--- src/rtl/alu_sequencer.sv ---
// rtl/alu_sequencer.sv - bus-strobe micro-sequencer for the shared-bus ALU
module alu_sequencer #(
    parameter int DATA_W      = 16,
    parameter int REG_AW      = 3,
    parameter int EXEC_CYCLES = 1
) (
    input  logic              clk,
    input  logic              rst,
    input  logic              start,
    input  logic [3:0]        instr_op,
    input  logic [REG_AW-1:0] instr_rs,
    input  logic [REG_AW-1:0] instr_rt,
    input  logic [REG_AW-1:0] instr_rd,
    input  logic [DATA_W-1:0] instr_imm,
    output logic              busy,
    output logic              done,
    output logic              illegal,
    output logic [REG_AW-1:0] regSel,
    output logic              regOutEn,
    output logic              regWrEn,
    output logic              immOutEn,
    output logic [DATA_W-1:0] immData,
    output logic              enIn1,
    output logic              enIn2,
    output logic [3:0]        opCode,
    output logic              outEn
);

    typedef enum logic [2:0] {IDLE, DRV1, LAT1, DRV2, LAT2, EXEC, WB, DONE} state_t;

    localparam logic [3:0] OP_NOT  = 4'd2;
    localparam logic [3:0] OP_ADDI = 4'd7;
    localparam logic [3:0] OP_SUBI = 4'd8;
    localparam logic [3:0] OP_MAX  = 4'd8;
    localparam logic [3:0] EXEC_LD = 4'(EXEC_CYCLES);

    state_t            state_q, state_d;
    logic [3:0]        cnt_q, cnt_d;
    logic [REG_AW-1:0] rs_q, rt_q, rd_q;

    logic              accept;
    logic [3:0]        op_n;
    logic [REG_AW-1:0] rs_n;
    logic              imm_op;

    logic              busy_d, done_d, illegal_d, reg_out_d, reg_wr_d, imm_out_d;
    logic              en1_d, en2_d, out_en_d;
    logic [REG_AW-1:0] sel_d;

    always_comb begin
        accept = (state_q == IDLE) && start;
        op_n   = accept ? instr_op : opCode;
        rs_n   = accept ? instr_rs : rs_q;
        imm_op = (op_n == OP_ADDI) || (op_n == OP_SUBI);

        state_d = state_q;
        case (state_q)
            IDLE: if (start) state_d = (instr_op > OP_MAX) ? DONE : DRV1;
            DRV1: state_d = LAT1;
            LAT1: state_d = (op_n == OP_NOT) ? EXEC : DRV2;
            DRV2: state_d = LAT2;
            LAT2: state_d = EXEC;
            EXEC: if (cnt_q <= 4'd1) state_d = WB;
            WB:   state_d = DONE;
            DONE: state_d = IDLE;
            default: state_d = IDLE;
        endcase

        // counter loads on entry to EXEC and counts down while there
        cnt_d = cnt_q;
        if (state_d == EXEC && state_q != EXEC) cnt_d = EXEC_LD;
        else if (state_q == EXEC && cnt_q != 4'd0) cnt_d = cnt_q - 4'd1;

        // outputs are decoded from the next state so they register in step with it
        busy_d    = (state_d != IDLE);
        done_d    = (state_d == DONE);
        illegal_d = (state_d == DONE) && (state_q == IDLE);
        en1_d     = (state_d == LAT1);
        en2_d     = (state_d == LAT2);
        out_en_d  = (state_d == EXEC) || (state_d == WB);
        reg_wr_d  = (state_d == WB);
        reg_out_d = 1'b0;
        imm_out_d = 1'b0;
        sel_d     = '0;
        case (state_d)
            DRV1, LAT1: begin
                reg_out_d = 1'b1;
                sel_d     = rs_n;
            end
            DRV2, LAT2: begin
                if (imm_op) begin
                    imm_out_d = 1'b1;
                end else begin
                    reg_out_d = 1'b1;
                    sel_d     = rt_q;
                end
            end
            WB: sel_d = rd_q;
            default: sel_d = '0;
        endcase
    end

    always_ff @(posedge clk) begin
        if (rst) begin
            state_q  <= IDLE;
            cnt_q    <= '0;
            rs_q     <= '0;
            rt_q     <= '0;
            rd_q     <= '0;
            busy     <= 1'b0;
            done     <= 1'b0;
            illegal  <= 1'b0;
            regSel   <= '0;
            regOutEn <= 1'b0;
            regWrEn  <= 1'b0;
            immOutEn <= 1'b0;
            immData  <= '0;
            enIn1    <= 1'b0;
            enIn2    <= 1'b0;
            opCode   <= '0;
            outEn    <= 1'b0;
        end else begin
            state_q  <= state_d;
            cnt_q    <= cnt_d;
            busy     <= busy_d;
            done     <= done_d;
            illegal  <= illegal_d;
            regSel   <= sel_d;
            regOutEn <= reg_out_d;
            regWrEn  <= reg_wr_d;
            immOutEn <= imm_out_d;
            enIn1    <= en1_d;
            enIn2    <= en2_d;
            outEn    <= out_en_d;
            if (accept) begin
                rs_q    <= instr_rs;
                rt_q    <= instr_rt;
                rd_q    <= instr_rd;
                opCode  <= instr_op;
                immData <= instr_imm;
            end
        end
    end

endmodule
--- config.mk ---
export PLATFORM = sky130hd
export DESIGN_NAME = alu_sequencer
export DESIGN_NICKNAME = d
export VERILOG_FILES = /design/src/rtl/alu_sequencer.sv
export SDC_FILE = /design/constraint.sdc
export NUM_CORES = 1
export LEC_CHECK = 0
export CAP_MARGIN = 0
export CORE_ASPECT_RATIO = 1.2
export CORE_UTILIZATION = 45
export DETAILED_ROUTE_END_ITERATION = 16
export PLACE_DENSITY = 0.78
export SLEW_MARGIN = 5
export SYNTH_ARGS = -nofsm -noshare
export SYNTH_HDL_FRONTEND = slang
export SYNTH_SLANG_ARGS = --single-unit
--- constraint.sdc ---
create_clock -name clk -period 2.4 [get_ports clk]
set_clock_uncertainty 0.15 [all_clocks]
set_input_delay 0.72 -clock clk [delete_from_list [all_inputs] [get_ports clk]]
set_output_delay 0.72 -clock clk [all_outputs]
set_load 0.01 [all_outputs]
==> flow_metrics.tcl <==
set metrics [dict create \
    use_met1_pct 24.61 \
    grt_antenna_before_repair 0 \
    synth_cell_types 49 \
    cts-hold-fix-buffers 0 \
    fin_crit_sh_pct 97.74 \
    drc_errors 0 \
    busiest_layer "met2" \
    wl_per_cell_um 12.54 \
    die-area_um2 4775 \
    outcome "completed" \
    synth_edf_count 0 \
    hold_viol 0 \
    hold_path.class "register to register" \
    avgSynthCellArea_um2 8.583 \
    layout_commonest_cell "clkdlybuf4s50_1" \
    port_buffers 63 \
    via_count 1887 \
    pre_cts_ws_ps -230.5 \
    worstReg2RegStart "cnt_q[0]" \
    slowest_delay_ps 520 \
    cts_tree "done" \
    antenna_cells 0 \
    wl_um 4603 \
    arrival_ps 2400 \
    grt_pass1_vias 1764 \
    track_usage_pct 20.85 \
    max_slew_margin_pct 59.94 \
    whs_path_depth 2 \
    dr.pass1.iters 4 \
    async_flop_share_pct 0 \
    ys_ff_latch 48 \
    path_class "input port to register" \
    drive_gt1_share_pct 12.22 \
    overflow 0 \
    p_leak_uw 0.001063 \
    grt_max_degree 30 \
    postSynthCellCount 236 \
    yosys.area.top_type_share_pct 47.44 \
    critPathRequiredTime_ps 2450 \
    initial_utilization_pct 47.17 \
    synth_nets 271 \
    end_kind "register" \
    dp_hpwl_um 3376 \
    worstMarginPinSlew_ps 600.1 \
    ant_nets 0 \
    power.total_uw 2084 \
    via_per_inst 5.142 \
    drt_iter0_markers 83 \
    fp.coreArea_um2 4294 \
    max_freq_mhz 426.3 \
    cts_sinks 48 \
    yosys.area.top_type "dfxtp_1" \
    gp_congestion 0.9925 \
    crit_family "buffers and inverters" \
    cts_made_buffers 5 \
    start_kind "input port" \
    tns_ps 0 \
    use_met2_pct 36.44 \
    die_h_um 75.50 \
    cts.clk_slew.worst_paths_ps 80 \
    nNetsFinal 345 \
    period_needed_ps 2346 \
    holdWs_ps 306.9 \
    vdd_drop_max_mv 0.4337 \
    grt_pass1_wl_um 7728 \
    setup_ws_ps 54.25 \
    cts_buffer_depth 2 \
    die_x_um 63.25 \
    ys_warn_count 0 \
    place_area_um2 2799 \
    insertion_delay_ps 300 \
    synth_ff_type "dfxtp_1" \
    placementRows 26 \
    reg2reg_slack_ps 320 \
    setup_viol 0 \
    cp_max_fo 4 \
    cts_root_buf "clkbuf_8" \
    synth.area.top_cells "dfxtp_1 47%, nand2_1 11%, a21oi_1 7.9%, nor2_1 3.3%, ha_1 1.9%" \
    slew_viol_final 0 \
    final_cell_mix "63 x clkdlybuf4s50_1, 58 x nand2_1, 48 x dfxtp_1" \
    synth_area_um2 2026 \
    rr_worst_depth 7 \
    reg2reg_to "regOutEn" \
    power_density_nw_per_um2 718.7 \
    cp.buffers_inverters 2 \
    drv_cap 0 \
    cts.htree.levels 2 \
    crit_chain "clkdlybuf4s50_1, buf_4, nand2_2, o31ai_4, o211ai_2, or2_1, nor4_4" \
    area_growth_pct 43.17 \
    hold_start "immData[7]" \
    hold-path-endpoint "immData[7]" \
    grtUsageMet3_pct 4.940 \
    design_area_um2 2900 \
    critical-path-slowest-cell "clkdlybuf4s50_1" \
    io_pins 64 \
    synth_seq_area_share_pct 47.44 \
]
==> cells in the mapped netlist, types with 3 or more instances <==
library cell and instances:
nor2_1 18, a22oi_1 3, a21oi_1 32, dfxtp_1 48
buf_2 6, inv_1 3, nand2_1 58, and3_1 3
mux2i_1 3, ha_1 3, clkbuf_1 6, o22ai_1 3
==> per-layer routing <==
metal / up-vias / part of all wire [%]
met5: - / 0
met4: 0 / 2.0
met3: 10 / 4.9
met2: 59 / 50
met1: 862 / 43
li1: 956 / -
==> flip-flops by register name, indices dropped and copies added (netlist names) <==
signal    flops
cnt_q         4
opCode        4
rd_q          3
immData      16
enIn1         1
outEn         1
regWrEn       1
state_q       3
regOutEn      1
immOutEn      1
done          1
enIn2         1
busy          1
regSel        3
rs_q          3
illegal       1
rt_q          3
==> worst min-delay path: cells and delay by family (launching register included) <==
family	cells	cell delay [ps]
AOI/OAI and AO/OA	1	50
and+or+nand+nor	1	50
DFF	1	310
==> how the worst max path moves through the flow <==
stage / startpoint / end / slack [ps] / depth (start not counted)
3_5_place_dp: instr_op[2] / regSel[0] / -230 / 6
4_1_cts: instr_op[2] / regSel[0] / 40 / 6
3_3_place_gp: start / immOutEn / -170 / 6
6_report: instr_op[3] / illegal / 50 / 7
5_1_grt: start / regOutEn / -8 / 6
2_1_floorplan: start / immOutEn / 370 / 5
==> kinds of logic (layout without fill, tap and decap cells) <==
| family | after synthesis | in the layout | synth area share, % |
|---|---|---|---|
| buf+inv | 17 | 92 | 3.891 |
| fa+ha+maj | 3 | 3 | 1.853 |
| simple gates | 106 | 106 | 26.13 |
| xor+xnor | 3 | 3 | 1.297 |
| mux | 4 | 4 | 2.038 |
| flops | 48 | 48 | 47.44 |
| compound gates | 55 | 55 | 17.36 |
==> per-stage QoR <==
step | cells | util (%)
after global placement | 359 | 65.18
after detailed placement | 359 | 65.18
after CTS | 367 | 67.28
after global routing | 367 | 67.54
after floorplan | 236 | -
final | 367 | 67.54
==> what timing repair did <==
| item | 4_1_cts | 5_1_grt |
|---|---|---|
| gates resized for setup | 0 | 2 |
| buffers inserted | 0 | 0 |
| endpoints found under the setup margin | 0 | 4 |
==> report_power, final <==
part           internal (µW)  leakage, µW  switching, µW
sequential               883     0.000392           77.9
clock                    235    0.0000455            243
combinational            328     0.000626            318
total                   1450      0.00106            639
==> area by class of cell <==
cell class              instances  area [µm²]
clock buffers                   8       90.09
fillers                       392        1394
inverters                       4       15.01
multi-input cells             171        1006
flip-flops and latches         48       960.9
well taps                      56       70.07
repair buffers                 80       758.2
No activity file was read; power rests on OpenSTA's default activity.
